[src/rtl/tmr_group_arbiter.sv]
// Lock-aware round-robin arbiter. In redundancy mode it holds the grant on one
// pipeline until all Copies beats of an item have passed. A stalled lock is released after LockTimeout cycles.
module tmr_group_arbiter #(
  parameter int unsigned NumIn       = 3,
  parameter int unsigned DataWidth   = 8,
  parameter int unsigned Copies      = 3,
  parameter int unsigned LockTimeout = 5,
  parameter int unsigned IdxWidth    = (NumIn > 1) ? $clog2(NumIn) : 1
) (
  input  logic                              clk_i,
  input  logic                              rst_i,
  input  logic                              enable_i,
  input  logic [NumIn-1:0]                  req_i,
  output logic [NumIn-1:0]                  gnt_o,
  input  logic [NumIn-1:0][DataWidth-1:0]   data_i,
  output logic                              req_o,
  input  logic                              gnt_i,
  output logic [DataWidth-1:0]              data_o,
  output logic [IdxWidth-1:0]               idx_o,
  output logic                              locked_o,
  output logic                              timeout_o
);

  localparam int unsigned CntWidth = $clog2(Copies + 1);
  localparam int unsigned ToWidth  = $clog2(LockTimeout + 1);

  typedef enum logic {
    IDLE,
    LOCKED
  } state_e;

  state_e                state_q, state_d;
  logic [IdxWidth-1:0]   rr_q, rr_d;
  logic [IdxWidth-1:0]   owner_q, owner_d;
  logic [CntWidth-1:0]   cnt_q, cnt_d;
  logic [ToWidth-1:0]    to_q, to_d;
  logic                  timeout_q, timeout_d;

  logic [IdxWidth-1:0]   win_idx;
  logic                  win_valid;
  logic [IdxWidth-1:0]   sel_idx;
  logic                  sel_req;
  logic                  hs;

  function automatic logic [IdxWidth-1:0] next_idx(input logic [IdxWidth-1:0] i);
    if (32'(i) == NumIn - 1) return '0;
    return i + IdxWidth'(1);
  endfunction

  always_ff @(posedge clk_i) begin
    if (rst_i) begin
      state_q   <= IDLE;
      rr_q      <= '0;
      owner_q   <= '0;
      cnt_q     <= '0;
      to_q      <= '0;
      timeout_q <= 1'b0;
    end else begin
      state_q   <= state_d;
      rr_q      <= rr_d;
      owner_q   <= owner_d;
      cnt_q     <= cnt_d;
      to_q      <= to_d;
      timeout_q <= timeout_d;
    end
  end

  // First requester at or above the round-robin pointer, wrapping modulo NumIn.
  always_comb begin
    int unsigned j;
    j         = 0;
    win_valid = 1'b0;
    win_idx   = rr_q;
    for (int unsigned k = 0; k < NumIn; k++) begin
      j = 32'(rr_q) + k;
      if (j >= NumIn) j = j - NumIn;
      if (!win_valid && req_i[IdxWidth'(j)]) begin
        win_valid = 1'b1;
        win_idx   = IdxWidth'(j);
      end
    end
  end

  always_comb begin
    if (state_q == LOCKED) begin
      sel_idx = owner_q;
      sel_req = req_i[owner_q];
    end else begin
      sel_idx = win_idx;
      sel_req = win_valid;
    end
    hs = sel_req & gnt_i;
  end

  always_comb begin
    state_d   = state_q;
    rr_d      = rr_q;
    owner_d   = owner_q;
    cnt_d     = cnt_q;
    to_d      = to_q;
    timeout_d = 1'b0;
    unique case (state_q)
      IDLE: begin
        if (hs) begin
          if (enable_i && (Copies > 1)) begin
            state_d = LOCKED;
            owner_d = win_idx;
            cnt_d   = CntWidth'(1);
            to_d    = '0;
          end else begin
            rr_d = next_idx(win_idx);
          end
        end
      end
      LOCKED: begin
        // Dropping enable ends the group early but still honours this cycle's beat.
        if (!enable_i || (hs && (cnt_q == CntWidth'(Copies - 1)))) begin
          state_d = IDLE;
          rr_d    = next_idx(owner_q);
          cnt_d   = '0;
          to_d    = '0;
        end else if (hs) begin
          cnt_d = cnt_q + CntWidth'(1);
          to_d  = '0;
        end else if (to_q == ToWidth'(LockTimeout - 1)) begin
          state_d   = IDLE;
          rr_d      = next_idx(owner_q);
          cnt_d     = '0;
          to_d      = '0;
          timeout_d = 1'b1;
        end else begin
          to_d = to_q + ToWidth'(1);
        end
      end
      default: state_d = IDLE;
    endcase
  end

  always_comb begin
    gnt_o     = '0;
    req_o     = 1'b0;
    idx_o     = '0;
    data_o    = '0;
    locked_o  = (state_q == LOCKED);
    timeout_o = timeout_q;
    if (!rst_i) begin
      req_o  = sel_req;
      idx_o  = sel_idx;
      data_o = data_i[sel_idx];
      if (hs) gnt_o[sel_idx] = 1'b1;
    end
  end

endmodule

[config.mk]
export PLATFORM = sky130hd
export DESIGN_NAME = tmr_group_arbiter
export DESIGN_NICKNAME = d
export VERILOG_FILES = /design/src/rtl/tmr_group_arbiter.sv
export SDC_FILE = /design/constraint.sdc
export NUM_CORES = 1
export LEC_CHECK = 0
export ABC_AREA = 1
export BUFFER_PORTS_ARGS = -buffer_cell sky130_fd_sc_hd__clkbuf_2
export CAP_MARGIN = 30
export CORE_AREA = 2 2 67 69
export DETAILED_ROUTE_END_ITERATION = 12
export DIE_AREA = 0 0 69 71
export PLACE_DENSITY = 0.58
export SYNTH_ARGS = -nofsm -noshare
export SYNTH_HDL_FRONTEND = slang
export SYNTH_SLANG_ARGS = --single-unit
export TNS_END_PERCENT = 50
[constraint.sdc]
create_clock -name clk_i -period 3.5 [get_ports clk_i]
set_clock_uncertainty 0.15 [all_clocks]
set_input_delay 0.7 -clock clk_i [delete_from_list [all_inputs] [get_ports clk_i]]
set_output_delay 0.7 -clock clk_i [all_outputs]
set_load 0.02 [all_outputs]
==> key figures <==
Worst setup path
  • Critical Path Start Type: flop
  • WP data arrival: between 2 and 2.5 ns
  • Crit Path Class: flop to output port
  • Req. time, crit path: about 2.7 ns
  • Reg-to-reg endpoint: rr_q[0]
  • Reg-to-reg critical path startpoint: rr_q[0]
  • R2R Setup Slk: 1.15 ns
  • Worst Reg-to-Reg Cells: 14
  • Crit Path Max Fanout: 8
  • Worst setup EP type: output port

Routing
  • Residual DRC: 0
  • Via Count: 1471
  • First DRT Iteration DRCs: 31
  • Total wire length: 3390 µm
  • Pre-Repair DR Iteration Count: 4
  • Post-DR wirelength/cell: 10.6 µm
  • Post-route antenna net violation count: 0
  • DR vias/cell: roughly 4.6

Synthesis
  • Post-synth EDFFs: 0
  • Post-Syn Area: 1430 µm²
  • Mapped Cells: 216
  • Yosys top cell area share: 0.154
  • Cell taking the most area after synthesis: dfxtp_1
  • Syn_nets: 254
  • Top_reg_cell synth: dfxtp_1
  • Mean Syn Cell Area: 6.62 µm²
  • Synth area leaders: dfxtp_1, nand2_1, inv_1
  • #FFs+latches synth: 11
  • Seq/Total Area, Yosys: 0.154
  • Asr flop ratio synth: 0
  • Syn. warnings: 0
  • Yosys cell types: 33

Placement
  • # port buffers: 46
  • HPWL after detailed placement: 2740 µm
  • Routability congestion estimate: about 0.84
  • Placed Instances: 313

Finish
  • Nets: roughly 310
  • P&R area growth vs syn: 25.3%
  • ANT cells: 0
  • Fill cell count: 458
  • Most common cell after layout, fill and taps aside: nand2_1
  • FF/Latch Area: 221 µm²
  • Final non-filler cell total: 319
  • Share of layout cells above drive strength 1: 0.397
  • Most frequent cells in the layout: nand2_1, inv_1, clkbuf_2
  • Area used by multi-input combinational logic: 1010 µm²

Power
  • Sw Share: 0.544
  • Switching pwr: between 0.7 and 0.8 mW
  • Pwr Total: roughly 1.4 mW
  • Comb power frac: 0.792
  • Lkg Pwr: 1.01 nW
  • Cell Int Power: 0.629 mW
  • Share of total power in the clock network: 0.094
  • Peak VDD IR: 0.000259 V
  • PD cells: just under 800 nW/µm²
  • Sequential power share: 0.114

Status
  • Result of the run: finished clean

STA
  • Final setup violating endpoints: 0
  • Max Clock Freq: around 300 MHz
  • Least-Margin Pin Slew: between 0.5 and 0.6 ns
  • Final Max Tran Viols: 0
  • Crit share post-route: 0.946
  • Slew margin rel.: 0.618
  • Min Tclk post-route: 3.31 ns
  • RSZ-0062 raised after global routing: yes
  • Hold violation total from the final report: 0

Die
  • I/O pin count: 47
  • Die area: 4900 µm²
  • Die Y: about 71 µm
  • Starting density of the core: 0.340
  • Core ar.: 4200 µm²
  • Die Width: between 60 and 70 µm
  • Num rows: 24

Global route
  • GRT Util Overall: 0.139
  • Largest net degree at the start of global routing: 21
  • Grt ovf: 0
  • First-pass GRT wire length: between 5000 and 6000 µm
  • Vias in the first global route: 1394
  • Initial antenna violation count: 0

Clock tree
  • Hold-fix buffers, CTS: 0
  • CTS buffer count: 3
  • CTS tree: yes
  • Root Buffer: clkbuf_8
  • CTS max path bufs: 2
  • H-tree depth: 1
  • Worst skew pair latency: 0.24 ns
  • # clock sinks: 11
  • Clock transition at path regs: 0.05 ns

Worst hold path
  • Hold EP: cnt_q[1]
  • Hold path cells: 2
  • Hold/Removal Path Class: flop to flop
  • Critical hold path startpoint: cnt_q[1]

Flow run
  • MaxCap Viol Count: 0
==> critical path: stages, from the launching register on <==
cell and delay, ns:
dfxtp_2 0.36, inv_1 0.09, ha_2 0.34, inv_2 0.09
nand2_1 0.05, nand2_1 0.06, nand3_2 0.08, nand2_2 0.09
inv_1 0.05, o21ai_2 0.06, nand2_2 0.09, nand3_4 0.12
nand2_8 0.11, nor2_4 0.22, nand2_1 0.11, a21oi_2 0.13
buf_2 0.18
==> Yosys cell counts (2+ instances only) <==
library cell	count
nor2_2	2
o21ai_0	4
nand2_2	7
dfxtp_1	11
a21oi_2	8
nor4_1	2
o21ai_2	3
nand2_4	10
inv_2	2
nand2_1	48
inv_1	42
a21oi_1	9
clkbuf_1	2
nand3_2	12
nand3_1	21
nor2_1	10
ha_1	7
==> cell families (layout without fill, tap and decap cells) <==
kind of cell | count (synthesis) | after routing | share of synthesized area
xor+xnor | 1 | 1 | 0.00613
buf+inv | 49 | 100 | 0.147
compound gates | 27 | 27 | 0.126
flops | 11 | 11 | 0.154
simple gates | 121 | 121 | 0.505
fa+ha+maj | 7 | 7 | 0.0613
==> final cells by class <==
type,instances,area share
multi-input cells,156,0.564
repair buffers,51,0.157
flip-flops and latches,11,0.124
inverters,45,0.0943
well taps,52,0.0363
clock buffers,4,0.0252
==> power by group through the flow <==
stage | Combinational, mW | Clock (mW) | Sequential (mW)
2_1_floorplan | 0.858 | 0 | 0.157
3_3_place_gp | 1.04 | 0 | 0.158
3_5_place_dp | 1.04 | 0 | 0.159
4_1_cts | 1.04 | 0.135 | 0.156
5_1_grt | 1.21 | 0.139 | 0.159
6_report | 1.09 | 0.130 | 0.157
==> sequential cells by signal, indices dropped and copies added (netlist names) <==
name and flops:
rr_q 2, locked_o 1, cnt_q 2, owner_q 2, timeout_o 1, to_q 3
==> timing repair <==
| item | in CTS | in global routing |
|---|---|---|
| resized for setup | 1 | 15 |
| setup buffers | 0 | 2 |
| endpoints found under the setup margin | 9 | 11 |
| pin swaps | 1 | 1 |
==> stage by stage <==
stage,hold slack [ns],utilization,TNS [ns],setup slack [ns],cell area [µm²]
3_3_place_gp,0.306,0.406,0,0.270,1710
2_1_floorplan,0.297,-,0,0.356,1430
4_1_cts,0.321,0.417,0,0.0253,1750
6_report,0.322,0.426,0,0.189,1790
3_5_place_dp,0.314,0.406,0,0.245,1710
5_1_grt,0.341,0.426,-0.0105,-0.00908,1790
==> routing by layer <==
| metal | wire length, µm | global-route usage | up-vias |
|---|---|---|---|
| met5 | 0 | 0 | - |
| met4 | 36 | 0.0327 | 0 |
| met3 | 119 | 0.0142 | 5 |
| met2 | 1670 | 0.252 | 27 |
| met1 | 1570 | 0.177 | 657 |
| li1 | - | - | 782 |
==> worst max path at each step <==
stage               slack [ns]         to  cells past startpoint  startpoint
floorplan                 0.36   gnt_o[1]                     13     rr_q[0]
global placement          0.27   gnt_o[0]                     13    req_i[2]
detailed placement        0.24  data_o[7]                     16     rr_q[0]
CTS                       0.03  data_o[7]                     15     rr_q[0]
global route            -0.009   gnt_o[1]                     13     rr_q[0]
finish                    0.19  data_o[7]                     16     rr_q[0]
Note: power is estimated with default switching activity, not from simulation.
